[config.mk]
export PLATFORM = sky130hd
export DESIGN_NAME = pipelined_control_unit
export DESIGN_NICKNAME = d
export VERILOG_FILES = /design/src/rtl/pipelined_control_unit_pkg.sv /design/src/rtl/cu_decode.sv /design/src/rtl/pipelined_control_unit.sv
export SDC_FILE = /design/constraint.sdc
export NUM_CORES = 1
export LEC_CHECK = 0
export BUFFER_PORTS_ARGS = -buffer_cell sky130_fd_sc_hd__buf_4
export CAP_MARGIN = 30
export CORE_ASPECT_RATIO = 1.4
export CORE_MARGIN = 4
export CORE_UTILIZATION = 40
export DETAILED_ROUTE_END_ITERATION = 10
export HOLD_SLACK_MARGIN = 0.12
export MAX_ROUTING_LAYER = met4
export PLACE_DENSITY = 0.71
export SYNTH_ARGS = -nofsm -noshare
export SYNTH_HDL_FRONTEND = slang
export SYNTH_SLANG_ARGS = --single-unit
[constraint.sdc]
create_clock -name clk -period 2.9 [get_ports clk]
set_clock_uncertainty 0.2 [all_clocks]
set_input_delay 0.145 -clock clk [delete_from_list [all_inputs] [get_ports clk]]
set_output_delay 0.145 -clock clk [all_outputs]
set_load 0.005 [all_outputs]
[src/rtl/pipelined_control_unit_pkg.sv]
// Shared definitions for the pipelined control unit: opcodes, control-word
// bit positions, FSM state type and the illegal-opcode helper.
package pipelined_control_unit_pkg;

    localparam int CTRL_W = 22;

    typedef enum logic [4:0] {
        OP_ADD  = 5'd0,  OP_SUB  = 5'd1,  OP_MUL  = 5'd2,  OP_DIV  = 5'd3,
        OP_MOD  = 5'd4,  OP_CMP  = 5'd5,  OP_AND  = 5'd6,  OP_OR   = 5'd7,
        OP_NOT  = 5'd8,  OP_MOV  = 5'd9,  OP_LSL  = 5'd10, OP_LSR  = 5'd11,
        OP_ASR  = 5'd12, OP_NOP  = 5'd13, OP_LD   = 5'd14, OP_ST   = 5'd15,
        OP_BEQ  = 5'd16, OP_BGT  = 5'd17, OP_B    = 5'd18, OP_CALL = 5'd19,
        OP_RET  = 5'd20
    } opcode_e;

    // Control word bit positions, isSt at bit 0 through isMov at bit 21
    localparam int IS_ST      = 0;
    localparam int IS_LD      = 1;
    localparam int IS_BEQ     = 2;
    localparam int IS_BGT     = 3;
    localparam int IS_RET     = 4;
    localparam int IS_IMM     = 5;
    localparam int IS_WB      = 6;
    localparam int IS_UBRANCH = 7;
    localparam int IS_CALL    = 8;
    localparam int IS_ADD     = 9;
    localparam int IS_SUB     = 10;
    localparam int IS_CMP     = 11;
    localparam int IS_MUL     = 12;
    localparam int IS_DIV     = 13;
    localparam int IS_MOD     = 14;
    localparam int IS_LSL     = 15;
    localparam int IS_LSR     = 16;
    localparam int IS_ASR     = 17;
    localparam int IS_OR      = 18;
    localparam int IS_AND     = 19;
    localparam int IS_NOT     = 20;
    localparam int IS_MOV     = 21;

    typedef enum logic [1:0] {
        ST_EMPTY = 2'd0,
        ST_WAIT  = 2'd1,
        ST_FULL  = 2'd2
    } state_e;

    function automatic logic is_illegal_op(input logic [4:0] op);
        return op > 5'd20;
    endfunction

endpackage

[src/rtl/cu_decode.sv]
// Purely combinational opcode/immediate-bit to control-word decoder.
module cu_decode
    import pipelined_control_unit_pkg::*;
(
    input  logic [4:0]        opcode,
    input  logic              imm,
    output logic [CTRL_W-1:0] ctrl
);

    always_comb begin
        ctrl         = '0;
        ctrl[IS_IMM] = imm;
        case (opcode_e'(opcode))
            OP_ADD:  begin ctrl[IS_ADD] = 1'b1; ctrl[IS_WB] = 1'b1; end
            OP_SUB:  begin ctrl[IS_SUB] = 1'b1; ctrl[IS_WB] = 1'b1; end
            OP_MUL:  begin ctrl[IS_MUL] = 1'b1; ctrl[IS_WB] = 1'b1; end
            OP_DIV:  begin ctrl[IS_DIV] = 1'b1; ctrl[IS_WB] = 1'b1; end
            OP_MOD:  begin ctrl[IS_MOD] = 1'b1; ctrl[IS_WB] = 1'b1; end
            OP_CMP:  ctrl[IS_CMP] = 1'b1;
            OP_AND:  begin ctrl[IS_AND] = 1'b1; ctrl[IS_WB] = 1'b1; end
            OP_OR:   begin ctrl[IS_OR]  = 1'b1; ctrl[IS_WB] = 1'b1; end
            OP_NOT:  begin ctrl[IS_NOT] = 1'b1; ctrl[IS_WB] = 1'b1; end
            OP_MOV:  begin ctrl[IS_MOV] = 1'b1; ctrl[IS_WB] = 1'b1; end
            OP_LSL:  begin ctrl[IS_LSL] = 1'b1; ctrl[IS_WB] = 1'b1; end
            OP_LSR:  begin ctrl[IS_LSR] = 1'b1; ctrl[IS_WB] = 1'b1; end
            OP_ASR:  begin ctrl[IS_ASR] = 1'b1; ctrl[IS_WB] = 1'b1; end
            OP_NOP:  ;
            // Memory ops reuse the adder for address generation
            OP_LD:   begin ctrl[IS_LD] = 1'b1; ctrl[IS_ADD] = 1'b1; ctrl[IS_WB] = 1'b1; end
            OP_ST:   begin ctrl[IS_ST] = 1'b1; ctrl[IS_ADD] = 1'b1; end
            OP_BEQ:  ctrl[IS_BEQ] = 1'b1;
            OP_BGT:  ctrl[IS_BGT] = 1'b1;
            OP_B:    ctrl[IS_UBRANCH] = 1'b1;
            OP_CALL: begin ctrl[IS_CALL] = 1'b1; ctrl[IS_UBRANCH] = 1'b1; ctrl[IS_WB] = 1'b1; end
            OP_RET:  begin ctrl[IS_RET] = 1'b1; ctrl[IS_UBRANCH] = 1'b1; end
            default: ;
        endcase
    end

endmodule

[src/rtl/pipelined_control_unit.sv]
// One-entry control-word stage with multi-cycle hold for mul/div/mod.
// Define CU_ILLEGAL_TRAP_EN to get a registered illegal-opcode flag.
module pipelined_control_unit
    import pipelined_control_unit_pkg::*;
#(
    parameter int INSN_W  = 32,
    parameter int MUL_LAT = 1,
    parameter int DIV_LAT = 4
) (
    input  logic              clk,
    input  logic              rst_n,
    input  logic              flush,
    input  logic              in_valid,
    output logic              in_ready,
    input  logic [INSN_W-1:0] insn,
    output logic              out_valid,
    input  logic              out_ready,
    output logic [CTRL_W-1:0] ctrl,
    output logic              busy,
    output logic              illegal
);

    localparam int MAX_LAT = (MUL_LAT > DIV_LAT) ? MUL_LAT : DIV_LAT;
    localparam int CNT_W   = (MAX_LAT > 1) ? $clog2(MAX_LAT) : 1;
    localparam logic [CNT_W-1:0] MUL_CNT = CNT_W'(MUL_LAT - 1);
    localparam logic [CNT_W-1:0] DIV_CNT = CNT_W'(DIV_LAT - 1);

    logic [4:0]        opcode;
    logic              imm_bit;
    logic              unused_insn_bits;
    logic [CTRL_W-1:0] dec_ctrl;
    logic [CNT_W-1:0]  lat_cnt;
    logic              load;

    state_e            state_reg, state_next;
    logic [CNT_W-1:0]  cnt_reg, cnt_next;
    logic [CTRL_W-1:0] ctrl_reg, ctrl_next;

    assign opcode           = insn[INSN_W-1 -: 5];
    assign imm_bit          = insn[INSN_W-6];
    assign unused_insn_bits = ^insn[INSN_W-7:0];

    cu_decode u_decode (
        .opcode (opcode),
        .imm    (imm_bit),
        .ctrl   (dec_ctrl)
    );

    // Extra cycles beyond the first; zero means straight to FULL
    always_comb begin
        lat_cnt = '0;
        case (opcode_e'(opcode))
            OP_MUL:         lat_cnt = MUL_CNT;
            OP_DIV, OP_MOD: lat_cnt = DIV_CNT;
            default:        lat_cnt = '0;
        endcase
    end

    assign in_ready  = (state_reg == ST_EMPTY) | ((state_reg == ST_FULL) & out_ready);
    assign out_valid = (state_reg == ST_FULL);
    assign busy      = (state_reg == ST_WAIT);
    assign ctrl      = ctrl_reg;

`ifdef CU_ILLEGAL_TRAP_EN
    logic illegal_reg, illegal_next;
    assign illegal = illegal_reg;
`else
    assign illegal = 1'b0;
`endif

    always_comb begin
        state_next = state_reg;
        cnt_next   = cnt_reg;
        ctrl_next  = ctrl_reg;
        load       = 1'b0;
`ifdef CU_ILLEGAL_TRAP_EN
        illegal_next = illegal_reg;
`endif
        if (flush) begin
            state_next = ST_EMPTY;
            cnt_next   = '0;
            ctrl_next  = '0;
`ifdef CU_ILLEGAL_TRAP_EN
            illegal_next = 1'b0;
`endif
        end else begin
            case (state_reg)
                ST_EMPTY: load = in_valid;
                ST_WAIT: begin
                    if (cnt_reg <= CNT_W'(1)) begin
                        state_next = ST_FULL;
                        cnt_next   = '0;
                    end else begin
                        cnt_next = cnt_reg - CNT_W'(1);
                    end
                end
                ST_FULL: begin
                    if (out_ready) begin
                        if (in_valid) load = 1'b1;
                        else          state_next = ST_EMPTY;
                    end
                end
                default: state_next = ST_EMPTY;
            endcase

            if (load) begin
                ctrl_next = dec_ctrl;
`ifdef CU_ILLEGAL_TRAP_EN
                illegal_next = is_illegal_op(opcode);
`endif
                if (lat_cnt != '0) begin
                    state_next = ST_WAIT;
                    cnt_next   = lat_cnt;
                end else begin
                    state_next = ST_FULL;
                    cnt_next   = '0;
                end
            end
        end
    end

    always_ff @(posedge clk or negedge rst_n) begin
        if (!rst_n) begin
            state_reg <= ST_EMPTY;
            cnt_reg   <= '0;
            ctrl_reg  <= '0;
`ifdef CU_ILLEGAL_TRAP_EN
            illegal_reg <= 1'b0;
`endif
        end else begin
            state_reg <= state_next;
            cnt_reg   <= cnt_next;
            ctrl_reg  <= ctrl_next;
`ifdef CU_ILLEGAL_TRAP_EN
            illegal_reg <= illegal_next;
`endif
        end
    end

endmodule

---- Word level (Yosys, flattened, before mapping) ----
Cells that the tools add are included.
storage, ports and cells
  bits in registers ....................... 26
  bits of input ports ..................... 37
  output and inout port bits .............. 26
  word-level logic and storage cells ...... 82
cells by class
  $add $sub $neg .......................... 1
  magnitude comparators ................... 1
  eq/ne operators ......................... 25
  multiplexer cells ....................... 40
  bitwise logic cells ..................... 2
  reduce and logical (&&, ||, !) cells .... 10
operator list
  cell                                                            count
  two-way mux 22 bit                                              2
  equality test 5 x 4 -> 1 bit, second input constant             7
  equality test 5 bit, second input constant                      5
  two-way mux 1 bit                                               24
  two-way mux 2 bit                                               12
  equality test 5 x 3 -> 1 bit, second input constant             4
  OR reduction 14 bit                                             1
  equality test 5 x 2 -> 1 bit, second input constant             2
  inequality test 4 x 2 -> 1 bit, second input constant           2
  one-hot mux 2 bit (3 select lines)                              1
  OR reduction 3 bit                                              2
  equality test 5 x 1 -> 1 bit, second input constant             1
  zero test 5 bit                                                 1
  inequality test 4 x 3 -> 1 bit, second input constant           1
  AND reduction 4 bit                                             1
  nonzero test 2 bit                                              2
  inequality test 3 x 2 -> 1 bit, second input constant           1
  nonzero test 3 bit                                              1
  equality test 2 x 1 -> 1 bit, second input constant             1
  equality test 2 bit, second input constant                      1
  less-or-equal comparator 2 x 1 -> 1 bit, second input constant  1
  zero test 2 bit                                                 1
  one-hot mux 1 bit (2 select lines)                              1
  OR reduction 2 bit                                              1
  other kinds (3)                                                 3

---- Longest topological paths before layout ----
  depth after elaboration ................. 7
  depth in mapped cells ................... 6
  mapped depth without buffers ............ 4

---- Modules after synthesis ----
A second synthesis with hierarchy kept.
second synthesis, totals
  cell total of the unflattened synthesis .. 122
  area, all modules ....................... 1306.3 sq um
by module, submodules not included
  module                  instances  cells each  area an instance (sq um)  sequential area each (sq um)
  pipelined_control_unit  1          80          1078.5                    650.6
  cu_decode               1          42          227.7                     0.0

---- Worst setup path before layout ----
OpenSTA, ideal clock, no wires.
  kind .................................... register -> register
  start point ............................. register state_reg[0]
  end point ............................... register cnt_reg[0]
  library setup time ...................... 0.081 ns
  arrival time ............................ 1.508 ns
  required time ........................... 2.619 ns
  setup slack ............................. 1.111 ns
  cell stages (with the launch flop) ...... 6
  path buffers ............................ 1
  clock period less this slack ............ 1.789 ns
  path through ............................ dfrtp_1 nand2b_4 or2_0 buf_2 or4_4 a31oi_2
on the way
  longest elaborated chain between the ends .. 5
  elaborated cells on any way between the ends .. 8
  classes of those cells .................. 2 x eq/ne; 4 x mux; 2 x reduce/logical
RTL lines
  item                                                           RTL line                       source
  start: declaration                                             pipelined_control_unit.sv:35   state_e state_reg, state_next;
  start signal: assignment                                       pipelined_control_unit.sv:131  state_reg <= state_next;
  equality test 2 bit / zero test 2 bit (equally long branches)  pipelined_control_unit.sv:87   case (state_reg)
  one-hot mux 1 bit (2 select lines)                             pipelined_control_unit.sv:87
  two-way mux 1 bit                                              pipelined_control_unit.sv:79   if (flush) begin
  two-way mux 2 bit                                              pipelined_control_unit.sv:106  if (load) begin
  two-way mux 2 bit                                              pipelined_control_unit.sv:79
  end signal: assignment                                         pipelined_control_unit.sv:132  cnt_reg <= cnt_next;
  end: declaration                                               pipelined_control_unit.sv:36   logic [CNT_W-1:0] cnt_reg, cnt_next;
Parallel ways exist; a longest one is shown, timed or not. The select of a mux whose other input is x is not followed.
A chain may end at the register's enable or synchronous reset.

---- Worst setup path in the final report ----
  start point ............................. register state_reg[0]
  end point ............................... register ctrl_reg[2], in the netlist ctrl[2]
on the way
  longest elaborated chain between the ends .. 4
  elaborated cells on any way between the ends .. 5
  classes of those cells .................. 1 x eq/ne; 2 x mux; 2 x reduce/logical
RTL lines
  item                                                           RTL line                       source
  equality test 2 bit / zero test 2 bit (equally long branches)  pipelined_control_unit.sv:87
  one-hot mux 1 bit (2 select lines) (*)                         pipelined_control_unit.sv:87
  two-way mux 1 bit (*)                                          pipelined_control_unit.sv:79
  nonzero test 2 bit (no line) (*)                               --
  end signal: assignment                                         pipelined_control_unit.sv:133  ctrl_reg <= ctrl_next;
  end: declaration                                               pipelined_control_unit.sv:37   logic [CTRL_W-1:0] ctrl_reg, ctrl_next;
Every way passes the cells marked *; elsewhere a longest branch is shown, timed or not. The select of a mux whose other input is x is not followed.

==> results.toml <==
[cts]
cts_buffers = 3
cts_tree = "done"
cts_resized = 0
cts_root_buffer = "clkbuf_8"
clockBufferDepth = 2
cts_setup_buffers = 0
h-tree-depth = 1
insertion_delay_ns = 0.27
cts.clk_slew.worst_paths_ns = 0.09
clock_sinks = 26
hold_buffers = 13

[pwr]
leakagePower_uw = 0.0008203
p_switching_uw = 173.7
p_sw_share_pct = 22.46
clkPwrFrac_pct = 38.1
power_frac_comb_pct = 13.9
p_int_uw = 599.9
power_frac_seq_pct = 48.1
vdd_drop_max_mv = 0.2657
pwr_density_cell_mw_per_mm2 = 434.5

[critical_path]
worstPathArrival_ns = 2.45
r2r_slack_ns = 0.46
worstSetupEndpoint = "ctrl[2]"
crit_required_ns = 2.91
crit_fanout = 13
worstSetupEndpointType = "flip-flop"
critPathKind = "flip-flop to flip-flop"
cp-startpoint = "state_reg[0]"
r2r-start = "state_reg[0]"
cp-start-kind = "flip-flop"
r2r_cells = 5
reg2reg_to = "ctrl[2]"

[grt]
use_met3_pct = 2.573
grt_antenna_before_repair = 0
grt.total_usage_pct = 16.11
grt_pass1_wl_um = 5216
grt-busiest-layer = "met2"
grtUsageMet1_pct = 19.24
grt_max_degree = 27
grt_pass1_vias = 1153
met2_usage_pct = 26.92
overflow = 0

[placed_design]
io_buffers = 35
place.gp.congestion = 0.7827
hpwlAfterDp_um = 2222

[logic_synthesis]
synth-seq-cells = 26
avgSynthCellArea_um2 = 9.167
ys.flop_type = "dfrtp_1"
synth.net_count = 178
synth_cell_types = 36
syn_inst = 141
ys_async_sr_fraction_pct = 100.0
synth_edf_count = 0
syn_area_mm2 = 0.001292
yosys_warnings = 0
ys_seq_area_share_pct = 50.34

[sta]
final.setup.tns_ns = 0
worst_slew_pin_slew_ns = 0.8092
finalSetupViolations = 0
rsz0062_at_grt = "no"
drv_slew = 0
fin_crit_ns = 2.444
relSlewSlack_pct = 45.85
fmax_ghz = 0.4091
period_share_pct = 84.28
finalHoldViolations = 0
fin_hold_ws_ns = 0.1257

[routing]
vias = 1164
finalWirelength_um = 3114
post_drt_via_cell_ratio = 5.243
dr.pass1.iters = 5
drc = 0
routedWlPerCell_um = 14.03
antenna_left = 0
drtIter0Drc = 53

[min_path]
hold_class = "primary input to async pin"

[die]
core_area_mm2 = 0.003123
die_x_um = 56.04
ios = 63
rows = 24
die_h_um = 75.26
dieArea_mm2 = 0.004217
start_util_pct = 41.39

[finish]
nNetsFinal = 221
largest_register_ffs = 22
n_antenna_cell = 0
drive_gt1_share_pct = 26.78
area_growth_pct = 37.75

[run]
drv_cap = 0

[status]
status = "finished clean"
==> cell usage after synthesis (3+ instances only) <==
cell	number	area share (%)
nand3_1	6	2.3
inv_1	3	0.87
nand4_1	3	1.5
a21oi_1	15	5.8
nand2_1	17	4.9
nand2b_1	3	1.5
a22oi_1	8	4.6
clkbuf_1	10	2.9
nor2_1	16	4.6
dfrtp_1	26	50
==> power groups by stage <==
stage / combinational, uW / clock (uW) / sequential (uW)
after floorplan: 51.4 / 0 / 379
after global placement: 89.9 / 0 / 379
after detailed placement: 92.8 / 0 / 379
after global routing: 117 / 318 / 373
final: 107 / 294 / 372
after CTS: 108 / 301 / 372
==> cell families after synthesis <==
group / count (synthesis) / synth area share [%]
simple gates: 62 / 25.07
compound gates: 34 / 17.14
flops: 26 / 50.34
buf+inv: 15 / 4.744
mux: 3 / 2.420
other cells: 1 / 0.2901
==> metal layers <==
metal,up-vias,share of wire (%)
met1,557,42
met3,4,4.4
met2,34,52
met4,0,1.2
met5,-,0
li1,569,-
==> critical path: stages (launching register included) <==
cell,delay (ns)
dfrtp_1,0.45
nand2b_4,0.18
nor2_1,0.62
nand4_1,0.18
a21oi_1,0.18
dlygate4sd3_1,0.56
==> final cells by class <==
cell class                      instances  area [um^2]
Timing Repair Buffer                   50        417.9
Clock inverter                          1        30.03
Clock buffer                            3        41.29
Multi-Input combinational cell        100        580.6
Tap cell                               39        48.80
Inverter                                3        11.26
Sequential cell                        26        650.6
Fill cell                             293         1343
==> placed cells by master (no fill, tap or decap), types with 2 or more instances in the layout <==
| cell type | n |
|---|---|
| buf_4 | 37 |
| dfrtp_1 | 26 |
| nand2_1 | 17 |
| nor2_1 | 16 |
| a21oi_1 | 15 |
| dlygate4sd3_1 | 12 |
| a22oi_1 | 8 |
| nand3_1 | 6 |
| nand2b_1 | 3 |
| inv_1 | 3 |
| nand4_1 | 3 |
| clkbuf_8 | 3 |
| and2b_1 | 2 |
| nor4_1 | 2 |
| nor2b_1 | 2 |
| nor3_1 | 2 |
| o21ai_0 | 2 |
| o211ai_1 | 2 |
| mux2i_1 | 2 |
| a21oi_2 | 2 |
==> metrics by stage <==
stage          area, um^2  total power, uW  std cells  utilization (%)  setup WS (ns)
2_1_floorplan        1292            430.4        141                -          1.111
3_3_place_gp         1569            468.6        205            50.24          1.057
3_5_place_dp         1569            471.8        205            50.24         0.9504
4_1_cts              1780            781.1        222            57.01         0.4617
5_1_grt              1780            807.8        222            57.01         0.3372
6_report             1780            773.6        222            57.01         0.4559
==> worst min-delay path by stage <==
stage,from,to,cells after the start
4_1_cts,rst_n,ctrl[21],3
3_3_place_gp,rst_n,ctrl[10],1
5_1_grt,rst_n,ctrl[7],3
3_5_place_dp,rst_n,ctrl[21],1
6_report,rst_n,ctrl[7],3
2_1_floorplan,rst_n,cnt_reg[0],0
Note: power is estimated with default switching activity, not from simulation.
